===== src/rtl/key_injector_if.sv =====
// key_injector_if: keystroke injection port of key_injector
//  inj_data  {shift, ext, code[7:0]} keystroke to queue
//  inj_wr    write strobe, one entry per cycle high
//  inj_full  queue full, writes while full are dropped
//  busy      queue non-empty or a keystroke in progress
interface key_injector_if;
  logic [9:0] inj_data;
  logic       inj_wr;
  logic       inj_full;
  logic       busy;
  modport master (output inj_data, inj_wr, input inj_full, busy);
  modport slave (input inj_data, inj_wr, output inj_full, busy);
endinterface


===== src/rtl/key_injector.sv =====
// key_injector: merges live PS/2 events with timed, FIFO-queued synthetic keystrokes
//  clk, reset   system clock, synchronous active-high reset
//  ce_11m       11 MHz clock enable driving the tick divider
//  ps2_key_in   live events {toggle, pressed, ext, code[7:0]}
//  ps2_key_out  merged stream, same format
//  inj          keystroke queue port (key_injector_if.slave)
module key_injector #(
  parameter int DEPTH      = 16,
  parameter int DIV_BITS   = 13,
  parameter int HOLD_TICKS = 4,
  parameter int GAP_TICKS  = 4
) (
  input  logic          clk,
  input  logic          reset,
  input  logic          ce_11m,
  input  logic [10:0]   ps2_key_in,
  output logic [10:0]   ps2_key_out,
  key_injector_if.slave inj
);
  localparam int AW = $clog2(DEPTH);
  typedef enum logic [2:0] {IDLE, MOD_DN, KEY_DN, KEY_UP, MOD_UP, GAP, ABORT} state_t;
  state_t state, nxt, ent;
  logic [9:0] mem [DEPTH];
  logic [9:0] head, ev;
  logic [8:0] cur, src;
  logic [AW-1:0] wr_ptr, rd_ptr;
  logic [AW:0] count;
  logic [DIV_BITS-1:0] div;
  logic [7:0] wcnt, hold_n;
  logic old_stb, key_held, mod_held, pend;
  logic tick, live, abort, pop, wr, adv, want, fire;
  assign head = mem[rd_ptr];
  assign tick = ce_11m && div == '0;
  assign live = old_stb != ps2_key_in[10];
  assign inj.busy = count != '0 || state != IDLE;
  assign inj.inj_full = count == (AW+1)'(DEPTH);
  assign abort = live && ps2_key_in[9] && inj.busy;
  assign pop = state == IDLE && count != '0 && !abort;
  assign wr = inj.inj_wr && (!inj.inj_full || pop) && !abort;
  // pend: the current state's entry event has not gone out yet; its wait only runs once sent
  assign adv = !pend && wcnt == '0 && tick;
  always_ff @(posedge clk) old_stb <= ps2_key_in[10];
  always_ff @(posedge clk) if (wr) mem[wr_ptr] <= inj.inj_data;
  always_ff @(posedge clk) state <= reset ? IDLE : nxt;
  always_comb begin
    nxt = state;
    case (state)
      IDLE:    nxt = pop ? ent : IDLE;
      MOD_DN:  nxt = adv ? KEY_DN : MOD_DN;
      KEY_DN:  nxt = adv ? KEY_UP : KEY_DN;
      KEY_UP:  nxt = adv ? (mod_held ? MOD_UP : GAP) : KEY_UP;
      MOD_UP:  nxt = adv ? GAP : MOD_UP;
      GAP:     nxt = IDLE;
      ABORT:   nxt = (key_held || mod_held) ? ABORT : IDLE;
      default: nxt = IDLE;
    endcase
    if (abort) nxt = ABORT;
  end
  // A pop emits the first event of the keystroke in the same cycle, straight from the FIFO head
  always_comb begin
    ent = pop ? (head[9] ? MOD_DN : KEY_DN) : state;
    src = pop ? head[8:0] : cur;
    want = pop || (state == ABORT ? (key_held || mod_held) : pend);
    fire = want && !live;
    ev = ent == MOD_DN ? 10'h212 :
         ent == KEY_DN ? {1'b1, src} :
         (ent == KEY_UP || (ent == ABORT && key_held)) ? {1'b0, cur} : 10'h012;
    hold_n = (ent == MOD_UP || (ent == KEY_UP && !mod_held)) ? 8'(GAP_TICKS - 1) : 8'(HOLD_TICKS - 1);
  end
  always_ff @(posedge clk) begin
    if (reset) begin
      ps2_key_out <= '0;
      wr_ptr <= '0;
      rd_ptr <= '0;
      count <= '0;
      cur <= '0;
      div <= '0;
      wcnt <= '0;
      key_held <= 1'b0;
      mod_held <= 1'b0;
      pend <= 1'b0;
    end else begin
      if (ce_11m) div <= div + DIV_BITS'(1);
      if (wr) wr_ptr <= wr_ptr + AW'(1);
      rd_ptr <= abort ? wr_ptr : pop ? rd_ptr + AW'(1) : rd_ptr;
      count <= abort ? '0 : count + (AW+1)'(wr) - (AW+1)'(pop);
      if (pop) cur <= head[8:0];
      if (live) ps2_key_out <= {~ps2_key_out[10], ps2_key_in[9:0]};
      else if (fire) ps2_key_out <= {~ps2_key_out[10], ev};
      pend <= nxt != state ? (nxt inside {MOD_DN, KEY_DN, KEY_UP, MOD_UP}) && !fire : pend && !fire;
      if (fire) wcnt <= hold_n;
      else if (tick && wcnt != '0) wcnt <= wcnt - 8'd1;
      if (fire && (ent == MOD_DN || ent == MOD_UP || (ent == ABORT && !key_held))) mod_held <= ent == MOD_DN;
      if (fire && (ent == KEY_DN || ent == KEY_UP || ent == ABORT)) key_held <= ent == KEY_DN;
    end
  end
endmodule

===== src/flat_wrapper.sv =====
// flat-port wrapper written by rule: the top's interface ports become plain ports
module key_injector_flat 
#(
  parameter int DEPTH      = 16,
  parameter int DIV_BITS   = 13,
  parameter int HOLD_TICKS = 4,
  parameter int GAP_TICKS  = 4
)
  (clk, reset, ce_11m, ps2_key_in, ps2_key_out, inj_inj_data, inj_inj_wr, inj_inj_full, inj_busy);
  key_injector_if inj_i ();
  input  logic clk;
  input  logic reset;
  input  logic ce_11m;
  input  logic [10:0] ps2_key_in;
  output logic [10:0] ps2_key_out;
  input wire logic [$bits(inj_i.inj_data)-1:0] inj_inj_data;
  input wire logic [$bits(inj_i.inj_wr)-1:0] inj_inj_wr;
  output wire logic [$bits(inj_i.inj_full)-1:0] inj_inj_full;
  output wire logic [$bits(inj_i.busy)-1:0] inj_busy;
  assign inj_i.inj_data = inj_inj_data;
  assign inj_i.inj_wr = inj_inj_wr;
  assign inj_inj_full = inj_i.inj_full;
  assign inj_busy = inj_i.busy;
  key_injector #(.DEPTH(DEPTH), .DIV_BITS(DIV_BITS), .HOLD_TICKS(HOLD_TICKS), .GAP_TICKS(GAP_TICKS)) u_core (.clk(clk), .reset(reset), .ce_11m(ce_11m), .ps2_key_in(ps2_key_in), .ps2_key_out(ps2_key_out), .inj(inj_i));
endmodule

===== config.mk =====
export PLATFORM = sky130hd
export DESIGN_NAME = key_injector_flat
export DESIGN_NICKNAME = d
export VERILOG_FILES = /design/src/rtl/key_injector_if.sv /design/src/rtl/key_injector.sv /design/src/flat_wrapper.sv
export SDC_FILE = /design/constraint.sdc
export NUM_CORES = 1
export LEC_CHECK = 0
export ABC_AREA = 1
export BUFFER_PORTS_ARGS = -buffer_cell sky130_fd_sc_hd__buf_2
export CAP_MARGIN = 20
export CORE_MARGIN = 4
export CORE_UTILIZATION = 60
export CTS_BUF_LIST = sky130_fd_sc_hd__clkbuf_4 sky130_fd_sc_hd__clkbuf_8
export DETAILED_ROUTE_END_ITERATION = 16
export GPL_TIMING_DRIVEN = 0
export PLACE_DENSITY = 0.86
export REMOVE_ABC_BUFFERS = 1
export SKIP_LAST_GASP = 1
export SLEW_MARGIN = 10
export SYNTH_ARGS = -nofsm -noshare
export SYNTH_HDL_FRONTEND = slang
export SYNTH_SLANG_ARGS = --single-unit

===== constraint.sdc =====
create_clock -name clk -period 3.8 [get_ports clk]
set_input_delay 0.57 -clock clk [delete_from_list [all_inputs] [get_ports clk]]
set_output_delay 0.57 -clock clk [all_outputs]
set_load 0.01 [all_outputs]

==> metrics.cfg, run 1 <==
[timing]
max_slew_margin_pct=15.7
skew_ps=34.9
fmax_mhz=290
slew_viol_final=0
hold_viol_final=0
rsz0062_at_grt=false
setup-tns-final_ps=0
setup_viol=0
fin_crit_sh_pct=90.7
fin_hold_ws_ps=201
worst_slew_pin_slew_ps=1260
min_period_ps=3440

[setup_path]
path_cells=xnor2_2, nor2_4, nor2_8, inv_2, nand2_1, nand3_2, nor2_1, nand2_1, nor2_1
crit_type=reg2reg
max_stage_delay_ps=960
cp-end-kind=register
rr_worst_depth=9
crit_start=u_core.old_stb$_DFF_P_
r2r_start=u_core.old_stb$_DFF_P_
r2r_slack_ps=360
cp_max_fo=25
startpoint_type=register
endpoint=u_core.mem[3][4]$_DFFE_PP_
critPathArrivalTime_ps=3550
reg2reg_to=u_core.mem[3][4]$_DFFE_PP_
crit_required_ps=3910
cpMaxStageDelayCell=nor2_1

[logic_synthesis]
synth.area.mux_share_pct=0
synthAdderAreaFrac_pct=2.11
synth_compound_area_share_pct=11.6
seq_area_frac_synth_pct=62.1
syn_area_per_cell_sq_um=10.2
synth_commonest_cells=169 x nor2_1, 160 x edfxtp_1, 115 x nand2_1
synth_edf_count=160
synth_top_family_by_area=simple AND/OR/NAND/NOR gates
synthTopCellsByArea=edfxtp_1 49%, dfxtp_1 13%, nor2_1 6.5%
synth_ff_type=edfxtp_1
synth_area_sq_um=9830
synth-seq-cells=225
synthXorXnorAreaFrac_pct=0.700
synth_top_area_share_pct=48.9
synthArstFlopShare_pct=0
synth_top_area_cell=edfxtp_1
synth_warnings=0
ys_types=47
synth-simple-area-share_pct=17.4
syn_inst=965
yosysMostFrequentCell=nor2_1

[clocking]
path_clk_slew_ps=60
clock-sinks=225
cts_buffers=35
worst_skew_pair.late_latency_ps=530
post_cts_resized=0
cts_max_level=2
cts_buffer_depth=3
post_cts_buffers=0
hold_buffers=0
cts_tree=yes
ctsRootBufferMaster=clkbuf_8

[floorplan]
core_sq_um=15900
start_util_pct=61.6
die_h_um=136
die_x_um=136
design.die.area_sq_um=18500
row_count=46
io_pins=38

[grt]
grt_usage_pct=22.1
overflow=0
grt_pass1_vias=6716
antenna_found_initial=0
grt_max_degree=82
grt_pass1_wl_um=32400

[finish]
fin_nets=1040
drive_gt1_share_pct=12.7
design_area_sq_um=10800
diodes=0
fill_cells=1114
area_delta_synth_final_pct=9.64

[detailed_routing]
drc=0
vias_per_cell=5.68
ant_nets=0
drt_pass1_iterations=5
wl_per_cell_um=16.4
vias=7015
drt_wl_total_um=20300
drt_iter0_drc=773

[placement]
dp_hpwl_um=12100
io_buffers=37
place_congestion=0.846
placed_cell_area_sq_um=10100

[status]
status=finished, final reports clean

[power]
vdd_drop_max_mv=0.474
finalPower_mw=7.12
pwr_density_cell_nw_per_um2=660
p_leak_nw=4.01

[worst_hold_path]
hold_path_class=in2reg

[flow_run]
cap_violations=0

worst max-delay path, delay by kind of cell, from the launching register on:
| family | cells | cell delay [ps] |
|---|---|---|
| xor+xnor | 1 | 560 |
| buf+inv | 1 | 130 |
| flops | 1 | 320 |
| simple gates | 7 | 2020 |
metrics by stage:
stage | worst slack [ps] | instances | utilization (%)
floorplan | 527 | 922 | -
global placement | -1090 | 1175 | 62.9
detailed placement | 102 | 1176 | 63.1
CTS | 384 | 1234 | 67.4
global route | 166 | 1236 | 67.6
finish | 355 | 1236 | 67.6
where the power goes:
group / switching, mW / internal (mW) / leakage, nW
Sequential: 0.228 / 2.84 / 1.98
Clock: 0.900 / 1.15 / 0.359
Combinational: 1.31 / 0.700 / 1.68
Total: 2.43 / 4.68 / 4.01
worst min path at each step:
stage               cells past startpoint  slack [ps]                                 from                                  end
floorplan                               2         450         u_core.mod_held$_SDFFE_PP0P_         u_core.mod_held$_SDFFE_PP0P_
global placement                        1         440  u_core.ps2_key_out[10]$_SDFFE_PP0P_  u_core.ps2_key_out[10]$_SDFFE_PP0P_
detailed placement                      1         450  u_core.ps2_key_out[10]$_SDFFE_PP0P_  u_core.ps2_key_out[10]$_SDFFE_PP0P_
CTS                                     1         180                       ps2_key_in[10]               u_core.old_stb$_DFF_P_
global route                            1         190                       ps2_key_in[10]               u_core.old_stb$_DFF_P_
finish                                  1         200                       ps2_key_in[10]               u_core.old_stb$_DFF_P_
cells in the final DEF (no fill, tap or decap), types with 6 or more instances in the layout:
master    instances
a21oi_1          37
a22oi_1           7
buf_2            37
clkbuf_4          6
clkbuf_8         36
clkinv_1          9
dfxtp_1          63
edfxtp_1        160
ha_1             15
inv_1            83
nand2_1         115
nand3_1          63
nand4_1           6
nor2_1          169
nor3_1           11
o211ai_1         32
o21ai_0          88
o21ai_2           7
o221ai_1          7
or2_2             9
cell type report:
class | instances | area [sq um] | share of cell area (%)
sequential | 225 | 6110 | 56.7
clock inverter | 16 | 156 | 1.45
timing repair buffer | 40 | 228 | 2.11
clock buffer | 42 | 541 | 5.02
tap | 216 | 270 | 2.51
multi-input combinational | 607 | 3130 | 29.0
inverter | 90 | 340 | 3.16
registers in the layout (all words and copies together), names as in the netlist, named ones only:
register	flops
u_core.state	3
u_core.rd_ptr	4
u_core.ps2_key_out	11
u_core.div	13
u_core.mod_held	1
u_core.pend	1
u_core.old_stb	1
u_core.cur	9
u_core.key_held	1
u_core.wcnt	8
u_core.count	5
u_core.wr_ptr	4
u_core.mem	160
metal layers:
metal / vias to the layer above / track usage (%) / share of wire [%]
li1: 3385 / - / -
met1: 3308 / 27.8 / 39
met2: 272 / 37.7 / 51
met3: 50 / 4.22 / 7.0
met4: 0 / 9.13 / 3.2
met5: - / 0 / 0
cells by family (layout without fill, tap and decap cells):
group,Yosys count,count (layout)
and+or+nand+nor,392,392
AOI/OAI and AO/OA,192,192
xor gates and xnor gates,7,7
buffers and inverters,133,188
DFF,225,225
adders and majority gates,16,16
Note: power is estimated with default switching activity, not from simulation.
==> run 2, diff against run 1 <==
--- a/config.mk
+++ b/config.mk
@@ -8,7 +8,7 @@
 export ABC_AREA = 1
 export BUFFER_PORTS_ARGS = -buffer_cell sky130_fd_sc_hd__buf_2
 export CAP_MARGIN = 20
-export CORE_MARGIN = 4
+export CORE_MARGIN = 1.5
 export CORE_UTILIZATION = 60
 export CTS_BUF_LIST = sky130_fd_sc_hd__clkbuf_4 sky130_fd_sc_hd__clkbuf_8
 export DETAILED_ROUTE_END_ITERATION = 16
==> run 2 against run 1 <==
Die area down 7.2%. Wire length increased by 3.5%. Via count increased by 1.8%. Setup slack gained 110 ps. Critical path type unchanged. Largest cell class unchanged. Highest routed layer unchanged.
==> metrics.cfg, run 2 (synthesis gave the netlist of run 1 again) <==
[grt]
overflow=0
grt_pass1_wl_um=32300
grt_max_degree=82
grt_usage_pct=24.5
antenna_found_initial=0
grt_pass1_vias=6714

[detailed_routing]
top_layer_used=met4
wl_per_cell_um=16.8
ant_nets=0
wl_met3_um=1590
vias=7143
drt_pass1_iterations=6
vias_per_cell=5.71
wl_met2_um=10400
met1Wirelength_um=8170
drc=0
drt_wl_total_um=21000
drt_iter0_drc=812

[floorplan]
start_util_pct=61.6
die_x_um=131
core_sq_um=15900
design.die.area_sq_um=17200
io_pins=38
die_h_um=131
row_count=46

[finish]
multi_input_area_sq_um=3130
largest_reg_flops=160
final_common_cell=nor2_1
regArea_sq_um=6110
area_delta_synth_final_pct=10.6
diodes=0
drive_gt1_share_pct=13.9
layout_common_cells=169 x nor2_1, 160 x edfxtp_1, 115 x nand2_1
design_area_sq_um=10900
fill_cells=1132
reg_top3=u_core.mem (160), u_core.div (13), u_core.ps2_key_out (11)
post_layout_nonfiller_instances=1250
fin_nets=1049
regMostFlops=u_core.mem

[power]
p_int_mw=4.72
finalPower_mw=7.15
p_clk_share_pct=29.2
comb_power_share_pct=28.0
vdd_drop_max_mv=0.356
switching_share_pct=34.0
power_frac_seq_pct=42.8
p_leak_nw=4.08
pwr_density_cell_nw_per_um2=658
power_switching_mw=2.43

[clocking]
path_clk_slew_ps=60
ctsRootBufferMaster=clkbuf_8
cts_buffers=38
clock-sinks=225
post_cts_resized=0
post_cts_buffers=0
worst_skew_pair.late_latency_ps=530
cts_max_level=2
cts_tree=yes
hold_buffers=0
cts_buffer_depth=3

[placement]
dp.cells=1176
placed_cell_area_sq_um=10100
io_buffers=37
place_congestion=0.860
dp_hpwl_um=12200

[flow_run]
cap_violations=0

[setup_path]
cp_max_fo=23
critPathArrivalTime_ps=3710
crit_type=reg2reg
startpoint_type=register
cp-end-kind=register
crit_required_ps=4180

[timing]
fmax_mhz=300
skew_ps=37.0
rsz0062_at_grt=false
max_slew_margin_pct=25.9
slew_viol_final=0
setup_viol=0
min_period_ps=3340
worst_slew_pin_slew_ps=1110
fin_hold_ws_ps=198
hold_viol_final=0
fin_crit_sh_pct=87.8

[worst_hold_path]
hold_path_class=in2reg

[status]
status=finished, final reports clean

run 2: changes by cell type in the layout (fill, tap and decap cells not counted):
cell	change
bufinv_16	-2
clkbuf_8	+4
buf_4	+6
clkbuf_4	+8
clkinv_2	-2
run 2: final timing paths:
kind	startpoint	end	slack, ps	depth (start not counted)
setup / recovery	register	u_core.ps2_key_out[9]$_SDFFE_PP0P_	460	9
hold / removal	ps2_key_in[10]	u_core.old_stb$_DFF_P_	200	1
setup reg to reg	register	u_core.ps2_key_out[9]$_SDFFE_PP0P_	460	9
hold reg to reg	u_core.ps2_key_out[10]$_SDFFE_PP0P_	u_core.ps2_key_out[10]$_SDFFE_PP0P_	450	1
run 2: per-stage QoR:
| step | setup TNS (ps) | setup slack (ps) | util [%] |
|---|---|---|---|
| after floorplan | 0 | 527 | - |
| after global placement | -19570 | -1090 | 62.9 |
| after detailed placement | 0 | 93.9 | 63.1 |
| after CTS | 0 | 326 | 67.7 |
| after global routing | 0 | 176 | 68.2 |
| final | 0 | 464 | 68.2 |
run 2: final cells by class:
cell class / count / share of cell area, %
clock buffers: 54 / 6.03
clock inverters: 12 / 0.760
inverters: 90 / 3.17
multi-input cells: 607 / 28.8
flip-flops and latches: 225 / 56.2
well taps: 216 / 2.49
repair buffers: 46 / 2.51
run 2: power by group through the flow:
stage	sequential (mW)	clock [mW]	combinational, mW
5_1_grt	3.08	2.20	2.31
3_5_place_dp	3.10	0	1.97
2_1_floorplan	3.07	0	1.44
6_report	3.06	2.09	2.00
4_1_cts	3.05	2.10	1.99
3_3_place_gp	3.13	0	1.87
run 2: critical path, cell delays in order, from the launching register on:
cell and delay (ps):
dfxtp_1 1040, clkinvlp_4 770, nand3_1 310, nand3_1 200
nand2_1 120, nand2_1 100, nand4_2 300, nand3_1 110
o21ai_0 130, a21oi_1 90
run 2: metal layers:
metal  up-vias  track usage (%)
met5         -                0
li1       3422                -
met1      3360             29.9
met2       302             41.8
met4         0             11.6
met3        59             5.33
